===== src/rtl/fetch_pkg.sv =====
// -----------------------------------------------------------------------------
// fetch_pkg
// Shared definitions for the instruction-fetch stage:
//   - fetchState_t      : FSM state encoding (IDLE, REQ, HOLD)
//   - RESET_PC_DEFAULT  : default PC loaded on reset
//   - OP_*              : opcode constants seen by the main controller
//   - branchOffset()    : sign-extended, word-scaled branch displacement
// -----------------------------------------------------------------------------
package fetch_pkg;

    typedef enum logic [1:0] {
        S_IDLE = 2'd0,
        S_REQ  = 2'd1,
        S_HOLD = 2'd2
    } fetchState_t;

    localparam logic [31:0] RESET_PC_DEFAULT = 32'h0000_0000;

    localparam logic [5:0] OP_R   = 6'b000000;
    localparam logic [5:0] OP_LW  = 6'b100011;
    localparam logic [5:0] OP_SW  = 6'b101011;
    localparam logic [5:0] OP_BEQ = 6'b000100;
    localparam logic [5:0] OP_J   = 6'b000010;

    // 16-bit immediate -> 32-bit byte displacement (sign-extend, then << 2)
    function automatic logic [31:0] branchOffset(input logic [15:0] imm);
        return {{14{imm[15]}}, imm, 2'b00};
    endfunction

endpackage


===== src/rtl/npc_calc.sv =====
// -----------------------------------------------------------------------------
// npc_calc
// Combinational next-PC selection for the held instruction.
// Ports:
//   pcPlus4 (in, 32)  address of held instruction + 4
//   instr   (in, 32)  held instruction word
//   jmp, branch, zero (in, 1) decision from controller / ALU
//   nextPc  (out, 32) jump target, taken-branch target, or pcPlus4
// Jump wins over branch when both are asserted.
// -----------------------------------------------------------------------------
module npc_calc
    import fetch_pkg::*;
(
    input  logic [31:0] pcPlus4,
    input  logic [31:0] instr,
    input  logic        jmp,
    input  logic        branch,
    input  logic        zero,
    output logic [31:0] nextPc
);

    // Target selection; adder wraps modulo 2^32 naturally
    always_comb begin
        nextPc = pcPlus4;
        if (jmp) begin
            nextPc = {pcPlus4[31:28], instr[25:0], 2'b00};
        end else if (branch && zero) begin
            nextPc = pcPlus4 + branchOffset(instr[15:0]);
        end else begin
            nextPc = pcPlus4;
        end
    end

endmodule


===== src/rtl/instr_fetch.sv =====
// -----------------------------------------------------------------------------
// instr_fetch
// Fetch stage: requests the word at PC, registers it, holds it for decode while
// the downstream stage stalls, then moves PC to the next address.
// Ports:
//   clk, rst            clock, asynchronous active-high reset
//   IAddr, IReq  (out)  instruction memory address / request
//   IData, IAck  (in)   returned word / word valid this cycle
//   Stall        (in)   downstream holds the current instruction
//   Branch, Zero, JMP   next-PC decision for the held instruction
//   Instr, OP, Rs, Rt, Rd, Imm (out) registered word and its fields
//   PC, PCplus4  (out)  held instruction address and address + 4
//   InstrValid   (out)  Instr and fields valid for decode
// -----------------------------------------------------------------------------
module instr_fetch
    import fetch_pkg::*;
#(
    parameter logic [31:0] RESET_PC = RESET_PC_DEFAULT
) (
    input  logic        clk,
    input  logic        rst,
    output logic [31:0] IAddr,
    output logic        IReq,
    input  logic [31:0] IData,
    input  logic        IAck,
    input  logic        Stall,
    input  logic        Branch,
    input  logic        Zero,
    input  logic        JMP,
    output logic [31:0] Instr,
    output logic [5:0]  OP,
    output logic [4:0]  Rs,
    output logic [4:0]  Rt,
    output logic [4:0]  Rd,
    output logic [15:0] Imm,
    output logic [31:0] PC,
    output logic [31:0] PCplus4,
    output logic        InstrValid
);

    fetchState_t stateR;
    fetchState_t nextState;
    logic [31:0] pcR;
    logic [31:0] instrR;
    logic        validR;
    logic        ireqR;
    logic [31:0] nextPc;

    npc_calc uNpc (
        .pcPlus4 (PCplus4),
        .instr   (instrR),
        .jmp     (JMP),
        .branch  (Branch),
        .zero    (Zero),
        .nextPc  (nextPc)
    );

    // Next-state logic; IAck only matters in REQ, Stall only in HOLD
    always_comb begin
        nextState = stateR;
        case (stateR)
            S_IDLE: nextState = S_REQ;
            S_REQ: begin
                if (IAck) begin
                    nextState = S_HOLD;
                end else begin
                    nextState = S_REQ;
                end
            end
            S_HOLD: begin
                if (!Stall) begin
                    nextState = S_REQ;
                end else begin
                    nextState = S_HOLD;
                end
            end
            default: nextState = S_IDLE;
        endcase
    end

    // State, PC, instruction and handshake registers
    always_ff @(posedge clk or posedge rst) begin
        if (rst) begin
            stateR <= S_IDLE;
            pcR    <= {RESET_PC[31:2], 2'b00};
            instrR <= 32'h0000_0000;
            validR <= 1'b0;
            ireqR  <= 1'b0;
        end else begin
            stateR <= nextState;
            // IReq is registered so it rises together with entry into REQ
            ireqR  <= (nextState == S_REQ);
            case (stateR)
                S_REQ: begin
                    if (IAck) begin
                        instrR <= IData;
                        validR <= 1'b1;
                    end
                end
                S_HOLD: begin
                    if (!Stall) begin
                        pcR    <= nextPc;
                        validR <= 1'b0;
                    end
                end
                default: begin
                    validR <= validR;
                end
            endcase
        end
    end

    assign IAddr      = {pcR[31:2], 2'b00};
    assign IReq       = ireqR;
    assign PC         = pcR;
    assign PCplus4    = pcR + 32'd4;
    assign Instr      = instrR;
    assign OP         = instrR[31:26];
    assign Rs         = instrR[25:21];
    assign Rt         = instrR[20:16];
    assign Rd         = instrR[15:11];
    assign Imm        = instrR[15:0];
    assign InstrValid = validR;

endmodule


===== config.mk =====
export PLATFORM = sky130hd
export DESIGN_NAME = instr_fetch
export DESIGN_NICKNAME = d
export VERILOG_FILES = /design/src/rtl/fetch_pkg.sv /design/src/rtl/npc_calc.sv /design/src/rtl/instr_fetch.sv
export SDC_FILE = /design/constraint.sdc
export NUM_CORES = 1
export LEC_CHECK = 0
export CORE_MARGIN = 2
export CORE_UTILIZATION = 45
export CTS_BUF_LIST = sky130_fd_sc_hd__clkbuf_4 sky130_fd_sc_hd__clkbuf_8
export CTS_CLUSTER_SIZE = 10
export DETAILED_ROUTE_END_ITERATION = 10
export PLACE_DENSITY_LB_ADDON = 0.08
export SLEW_MARGIN = 15
export SYNTH_ARGS = -nofsm -noshare
export SYNTH_HDL_FRONTEND = slang
export SYNTH_SLANG_ARGS = --single-unit

===== constraint.sdc =====
create_clock -name clk -period 4.77 [get_ports clk]
set_input_delay 0.954 -clock clk [delete_from_list [all_inputs] [get_ports clk]]
set_output_delay 0.954 -clock clk [all_outputs]
set_load 0.01 [all_outputs]

==> results of run 1 <==
[registers in the layout (all words and copies together) (netlist names)]
register,cells
Instr,32
PC,30
stateR,2
IReq,1
InstrValid,1
[cells in the mapped netlist (3+ instances only)]
library cell / count / area, um^2
sky130_fd_sc_hd__nand4_1: 13 / 81.3
sky130_fd_sc_hd__nand2_1: 54 / 203
sky130_fd_sc_hd__and4_1: 6 / 52.6
sky130_fd_sc_hd__inv_1: 14 / 52.6
sky130_fd_sc_hd__o22ai_1: 3 / 18.8
sky130_fd_sc_hd__o31a_1: 4 / 35.0
sky130_fd_sc_hd__dfrtp_1: 66 / 1650
sky130_fd_sc_hd__a21o_1: 14 / 105
sky130_fd_sc_hd__nor2b_1: 6 / 37.5
sky130_fd_sc_hd__mux2i_1: 8 / 80.1
sky130_fd_sc_hd__a211oi_1: 7 / 52.6
sky130_fd_sc_hd__mux2_2: 33 / 372
sky130_fd_sc_hd__a22oi_1: 3 / 22.5
sky130_fd_sc_hd__buf_2: 5 / 25.0
sky130_fd_sc_hd__xnor2_1: 32 / 280
sky130_fd_sc_hd__o21a_1: 3 / 22.5
sky130_fd_sc_hd__a211o_1: 3 / 26.3
sky130_fd_sc_hd__o211ai_1: 6 / 45.0
sky130_fd_sc_hd__nor3b_1: 3 / 22.5
sky130_fd_sc_hd__a21oi_1: 54 / 270
sky130_fd_sc_hd__o21bai_1: 9 / 67.6
sky130_fd_sc_hd__nor2_1: 46 / 173
sky130_fd_sc_hd__nand3_1: 27 / 135
sky130_fd_sc_hd__nor3_1: 12 / 60.1
sky130_fd_sc_hd__a31oi_1: 10 / 62.6
sky130_fd_sc_hd__o21ai_0: 36 / 180
sky130_fd_sc_hd__and3_1: 6 / 37.5
sky130_fd_sc_hd__clkbuf_1: 23 / 86.3
sky130_fd_sc_hd__nor4_1: 3 / 18.8
sky130_fd_sc_hd__a221o_1: 3 / 30.0
sky130_fd_sc_hd__xor2_1: 15 / 131
sky130_fd_sc_hd__buf_1: 3 / 11.3
sky130_fd_sc_hd__nand3b_1: 5 / 37.5
sky130_fd_sc_hd__ha_1: 36 / 450
sky130_fd_sc_hd__buf_4: 73 / 548
sky130_fd_sc_hd__o31ai_1: 3 / 22.5
[power groups by stage]
stage	Sequential [mW]	Combinational, mW	Clock [mW]
finish	1.25	4.71	0.486
global route	1.32	5.09	0.524
CTS	1.25	4.68	0.500
detailed placement	1.26	4.65	0
global placement	1.24	4.60	0
floorplan	1.29	2.97	0
[final cells by class]
cell class	instances	area, um^2
Antenna cell	1	2.50
Clock buffer	11	139
Clock inverter	5	55.1
Fill cell	1126	4980
Inverter	14	52.6
Multi-Input combinational cell	498	3430
Sequential cell	66	1650
Tap cell	172	215
Timing Repair Buffer	207	2050
[metal layers]
layer,up-vias,track usage (%),share of wire [%]
met5,-,0,0
met4,0,7.98,2.3
met3,27,7.05,6.9
met2,210,43.4,48
met1,2713,33.0,43
li1,2594,-,-
[worst max-delay path: stages, from the launching register on]
cell and delay [ns]:
sky130_fd_sc_hd__dfrtp_1 0.49, sky130_fd_sc_hd__and4_1 0.39, sky130_fd_sc_hd__nand4b_1 0.36, sky130_fd_sc_hd__nor2_1 0.25, sky130_fd_sc_hd__xor2_1 0.36, sky130_fd_sc_hd__ha_1 0.31, sky130_fd_sc_hd__a21oi_1 0.20, sky130_fd_sc_hd__nand3_1 0.12
sky130_fd_sc_hd__a2111oi_2 0.61, sky130_fd_sc_hd__o21bai_1 0.21, sky130_fd_sc_hd__a31oi_1 0.28, sky130_fd_sc_hd__xor2_1 0.10, sky130_fd_sc_hd__a211o_1 0.30, sky130_fd_sc_hd__a21oi_1 0.13
[metrics by stage]
step	total power, mW	setup slack (ns)	hold WS (ns)	std cells
2_1_floorplan	4.26	1.09	0.525	682
3_3_place_gp	5.85	1.01	0.510	957
3_5_place_dp	5.91	0.766	0.517	957
4_1_cts	6.44	0.631	0.531	973
5_1_grt	6.93	0.303	0.544	974
6_report	6.45	0.589	0.532	974
[cells by family (layout without fill, tap and decap cells)]
kind of cell / count (synthesis) / after routing
adder cells (fa/ha/maj): 37 / 37
multiplexers: 42 / 42
flip-flops: 66 / 66
buffers and inverters: 118 / 237
other: 1 / 7
AO/OA/AOI/OAI: 170 / 170
XOR/XNOR: 48 / 48
AND/OR/NAND/NOR: 195 / 195
[path summary, 6_finish.rpt]
check                                           start               endpoint  slack [ns]  depth (start not counted)
worst max-delay path                PC[7]$_DFFE_PP0P_     PC[24]$_DFFE_PP0P_        0.59                         13
worst min-delay path            Instr[30]$_DFFE_PP0P_  Instr[30]$_DFFE_PP0P_        0.53                          1
worst max register to register      PC[7]$_DFFE_PP0P_     PC[24]$_DFFE_PP0P_        0.59                         13
worst min register to register  Instr[30]$_DFFE_PP0P_  Instr[30]$_DFFE_PP0P_        0.53                          1
max in group asynchronous                         rst  Instr[18]$_DFFE_PP0P_        2.80                          3
min in group asynchronous                         rst   Instr[1]$_DFFE_PP0P_        0.99                          2
[cell usage in the layout (no fill, tap or decap), drive strengths merged, types with 4 or more instances in the layout]
cell type and n:
and4 6, xor2 15, nor2 46, ha 36, and3 6, mux2i 8, nand2 54, clkbuf 11
conb 6, mux2 34, a21oi 54, o31a 4, nor4 5, o211ai 6, a211oi 7, a21o 14
o21bai 9, inv 14, a31oi 10, nand3b 5, buf 9, nand3 27, nand4 13, nor2b 6
clkdlybuf4s50 198, o21ai 37, dfrtp 66, xnor2 33, nor3 13
==> report_table.html, run 1 <==
<table>
<tr><th>Metric</th><th>Value</th></tr>
<tr><th colspan="2">STA</th></tr>
<tr><td>Setup TNS Final</td><td>0 ns</td></tr>
<tr><td>Max-slew headroom at the worst pin</td><td>34.3%</td></tr>
<tr><td>Number of hold violations in the final report</td><td>0</td></tr>
<tr><td>Setup-failing EPs final</td><td>0</td></tr>
<tr><td>Post-layout min period</td><td>4.18 ns</td></tr>
<tr><td>Worst Clk Skew</td><td>0.00979 ns</td></tr>
<tr><td>Setup repair after global routing missed its margin</td><td>false</td></tr>
<tr><td>Number of pins with negative max-slew slack in the final report</td><td>0</td></tr>
<tr><td>Pin slew with the least headroom to its limit</td><td>0.985 ns</td></tr>
<tr><td>Peak clock frequency supported by timing</td><td>0.239 GHz</td></tr>
<tr><td>Period utilization</td><td>87.6%</td></tr>
<tr><th colspan="2">Route</th></tr>
<tr><td>1st-iter DRT viols</td><td>463</td></tr>
<tr><td>Total via count after detailed routing</td><td>5544</td></tr>
<tr><td>Avg WL per Cell</td><td>18.3 um</td></tr>
<tr><td>DR DRC count</td><td>0</td></tr>
<tr><td>Vias per cell</td><td>5.69</td></tr>
<tr><td>Final WL</td><td>17.8 mm</td></tr>
<tr><td>Routed Antenna Nets</td><td>0</td></tr>
<tr><td>Drt pass-1 iters</td><td>5</td></tr>
<tr><th colspan="2">GRT</th></tr>
<tr><td>Number of antenna violations at the first check in global routing</td><td>1</td></tr>
<tr><td>Largest net degree at the start of global routing</td><td>47</td></tr>
<tr><td>Remaining global-route overflow</td><td>0</td></tr>
<tr><td>Vias in the first global route</td><td>5512</td></tr>
<tr><td>Wire length of the first global-routing pass</td><td>29.0 mm</td></tr>
<tr><td>Global-route usage over all layers</td><td>26.0%</td></tr>
<tr><th colspan="2">Clock network</th></tr>
<tr><td>Clock tree from TritonCTS</td><td>done</td></tr>
<tr><td>Clock transition time at the flip-flop clock pins of the worst setup and hold paths</td><td>0.07 ns</td></tr>
<tr><td>Max Root-Sink Buffers</td><td>2</td></tr>
<tr><td>Worst skew pair latency</td><td>0.37 ns</td></tr>
<tr><td>H-Tree Depth</td><td>3</td></tr>
<tr><td>Number of buffers added to fix hold violations after cts</td><td>0</td></tr>
<tr><td>Cell at the root of the clock tree</td><td>sky130_fd_sc_hd__clkbuf_8</td></tr>
<tr><td>Post-CTS setup repair buffer count</td><td>0</td></tr>
<tr><td>Number of clock buffers inserted by TritonCTS</td><td>9</td></tr>
<tr><td>Cts repair resizes</td><td>0</td></tr>
<tr><td>Total number of clock tree sinks</td><td>66</td></tr>
<tr><th colspan="2">Floorplan</th></tr>
<tr><td>Number of I/O pins</td><td>206</td></tr>
<tr><td>Core Box Area</td><td>12600 um^2</td></tr>
<tr><td>Die Ht</td><td>117 um</td></tr>
<tr><td>Effective utilization at floorplan</td><td>46.0%</td></tr>
<tr><td>Die extent in x</td><td>117 um</td></tr>
<tr><td>Number of rows created at floorplan</td><td>41</td></tr>
<tr><td>Area of the die</td><td>13800 um^2</td></tr>
<tr><th colspan="2">Cells and area</th></tr>
<tr><td>Layout area overhead</td><td>31.2%</td></tr>
<tr><td>Share of cells above drive strength 1</td><td>8.61%</td></tr>
<tr><td>Post-route standard cell area excluding fillers</td><td>7590 um^2</td></tr>
<tr><td>Net total in the final layout</td><td>872</td></tr>
<tr><td>Utilization of the core after routing</td><td>60.4%</td></tr>
<tr><th colspan="2">Power</th></tr>
<tr><td>Part of the total power dissipated in the clock network</td><td>7.5%</td></tr>
<tr><td>P per Cell Area</td><td>850 nW/um^2</td></tr>
<tr><td>Net switching share of the total power</td><td>46.3%</td></tr>
<tr><td>Flop pwr share</td><td>19.4%</td></tr>
<tr><td>Leakage power figure</td><td>3.13 nW</td></tr>
<tr><td>Internal power of the cells</td><td>3.46 mW</td></tr>
<tr><td>Maximum VDD drop</td><td>417 uV</td></tr>
<tr><td>Switching power summed over all nets</td><td>2.99 mW</td></tr>
<tr><td>Relative contribution of combinational cells to total power</td><td>73.0%</td></tr>
<tr><th colspan="2">Synthesis</th></tr>
<tr><td>Instance count of the mapped netlist</td><td>677</td></tr>
<tr><td>Flip-flop and latch count after synthesis</td><td>66</td></tr>
<tr><td>Commonest register cell after synthesis</td><td>sky130_fd_sc_hd__dfrtp_1</td></tr>
<tr><td>Post-synthesis adder-cell area fraction</td><td>8.14%</td></tr>
<tr><td>Area fraction in compound gates after synthesis</td><td>18.5%</td></tr>
<tr><td>Simple-gate share of the synthesized area</td><td>16.8%</td></tr>
<tr><td>Fraction of the yosys area taken by sequential cells</td><td>28.6%</td></tr>
<tr><td>Xor/xnor share of the synthesized area</td><td>7.40%</td></tr>
<tr><td>Async SR Flop Fraction</td><td>100%</td></tr>
<tr><td>Dominant combinational cell family by area after synthesis</td><td>compound AO/OA/AOI/OAI gates</td></tr>
<tr><td>Number of flops mapped to enable cells by yosys</td><td>0</td></tr>
<tr><td>Post-Synthesis Cell Area</td><td>5780 um^2</td></tr>
<tr><td>Number of warnings printed during yosys synthesis</td><td>0</td></tr>
<tr><td>Syn Area/Cell</td><td>8.54 um^2</td></tr>
<tr><td>Unique masters post-synth</td><td>60</td></tr>
<tr><td>Post-synthesis mux area share</td><td>8.01%</td></tr>
<tr><th colspan="2">Placed design</th></tr>
<tr><td>PortBufs</td><td>199</td></tr>
<tr><td>Detail Placement HPWL</td><td>13.4 mm</td></tr>
<tr><td>Weighted congestion reported at the end of routability-driven placement</td><td>0.973</td></tr>
<tr><td>Post-DP Area</td><td>7390 um^2</td></tr>
<tr><th colspan="2">Run status</th></tr>
<tr><td>Outcome</td><td>completed</td></tr>
<tr><th colspan="2">Worst setup path</th></tr>
<tr><td>Crit Path Category</td><td>reg -&gt; reg</td></tr>
<tr><td>Crit path max fanout</td><td>8</td></tr>
<tr><td>Startpoint kind of the worst setup timing path</td><td>flip-flop</td></tr>
<tr><td>Crit path required time</td><td>5.06 ns</td></tr>
<tr><td>Endpoint kind of the worst setup timing path</td><td>flip-flop</td></tr>
<tr><td>Critical path arrival</td><td>4.47 ns</td></tr>
<tr><th colspan="2">Job</th></tr>
<tr><td>Count of max-cap constraint violations</td><td>0</td></tr>
<tr><th colspan="2">Hold path</th></tr>
<tr><td>Class of the tightest hold or removal check</td><td>reg -&gt; reg</td></tr>
</table>
Power figures use the tool's default switching activity.
==> run 2, diff against run 1 <==
--- a/config.mk
+++ b/config.mk
@@ -5,6 +5,7 @@
 export SDC_FILE = /design/constraint.sdc
 export NUM_CORES = 1
 export LEC_CHECK = 0
+export CAP_MARGIN = 20
 export CORE_MARGIN = 2
 export CORE_UTILIZATION = 45
 export CTS_BUF_LIST = sky130_fd_sc_hd__clkbuf_4 sky130_fd_sc_hd__clkbuf_8
==> results of run 2 <==
The final DEF is identical to that of run 1; final timing and power are the same.
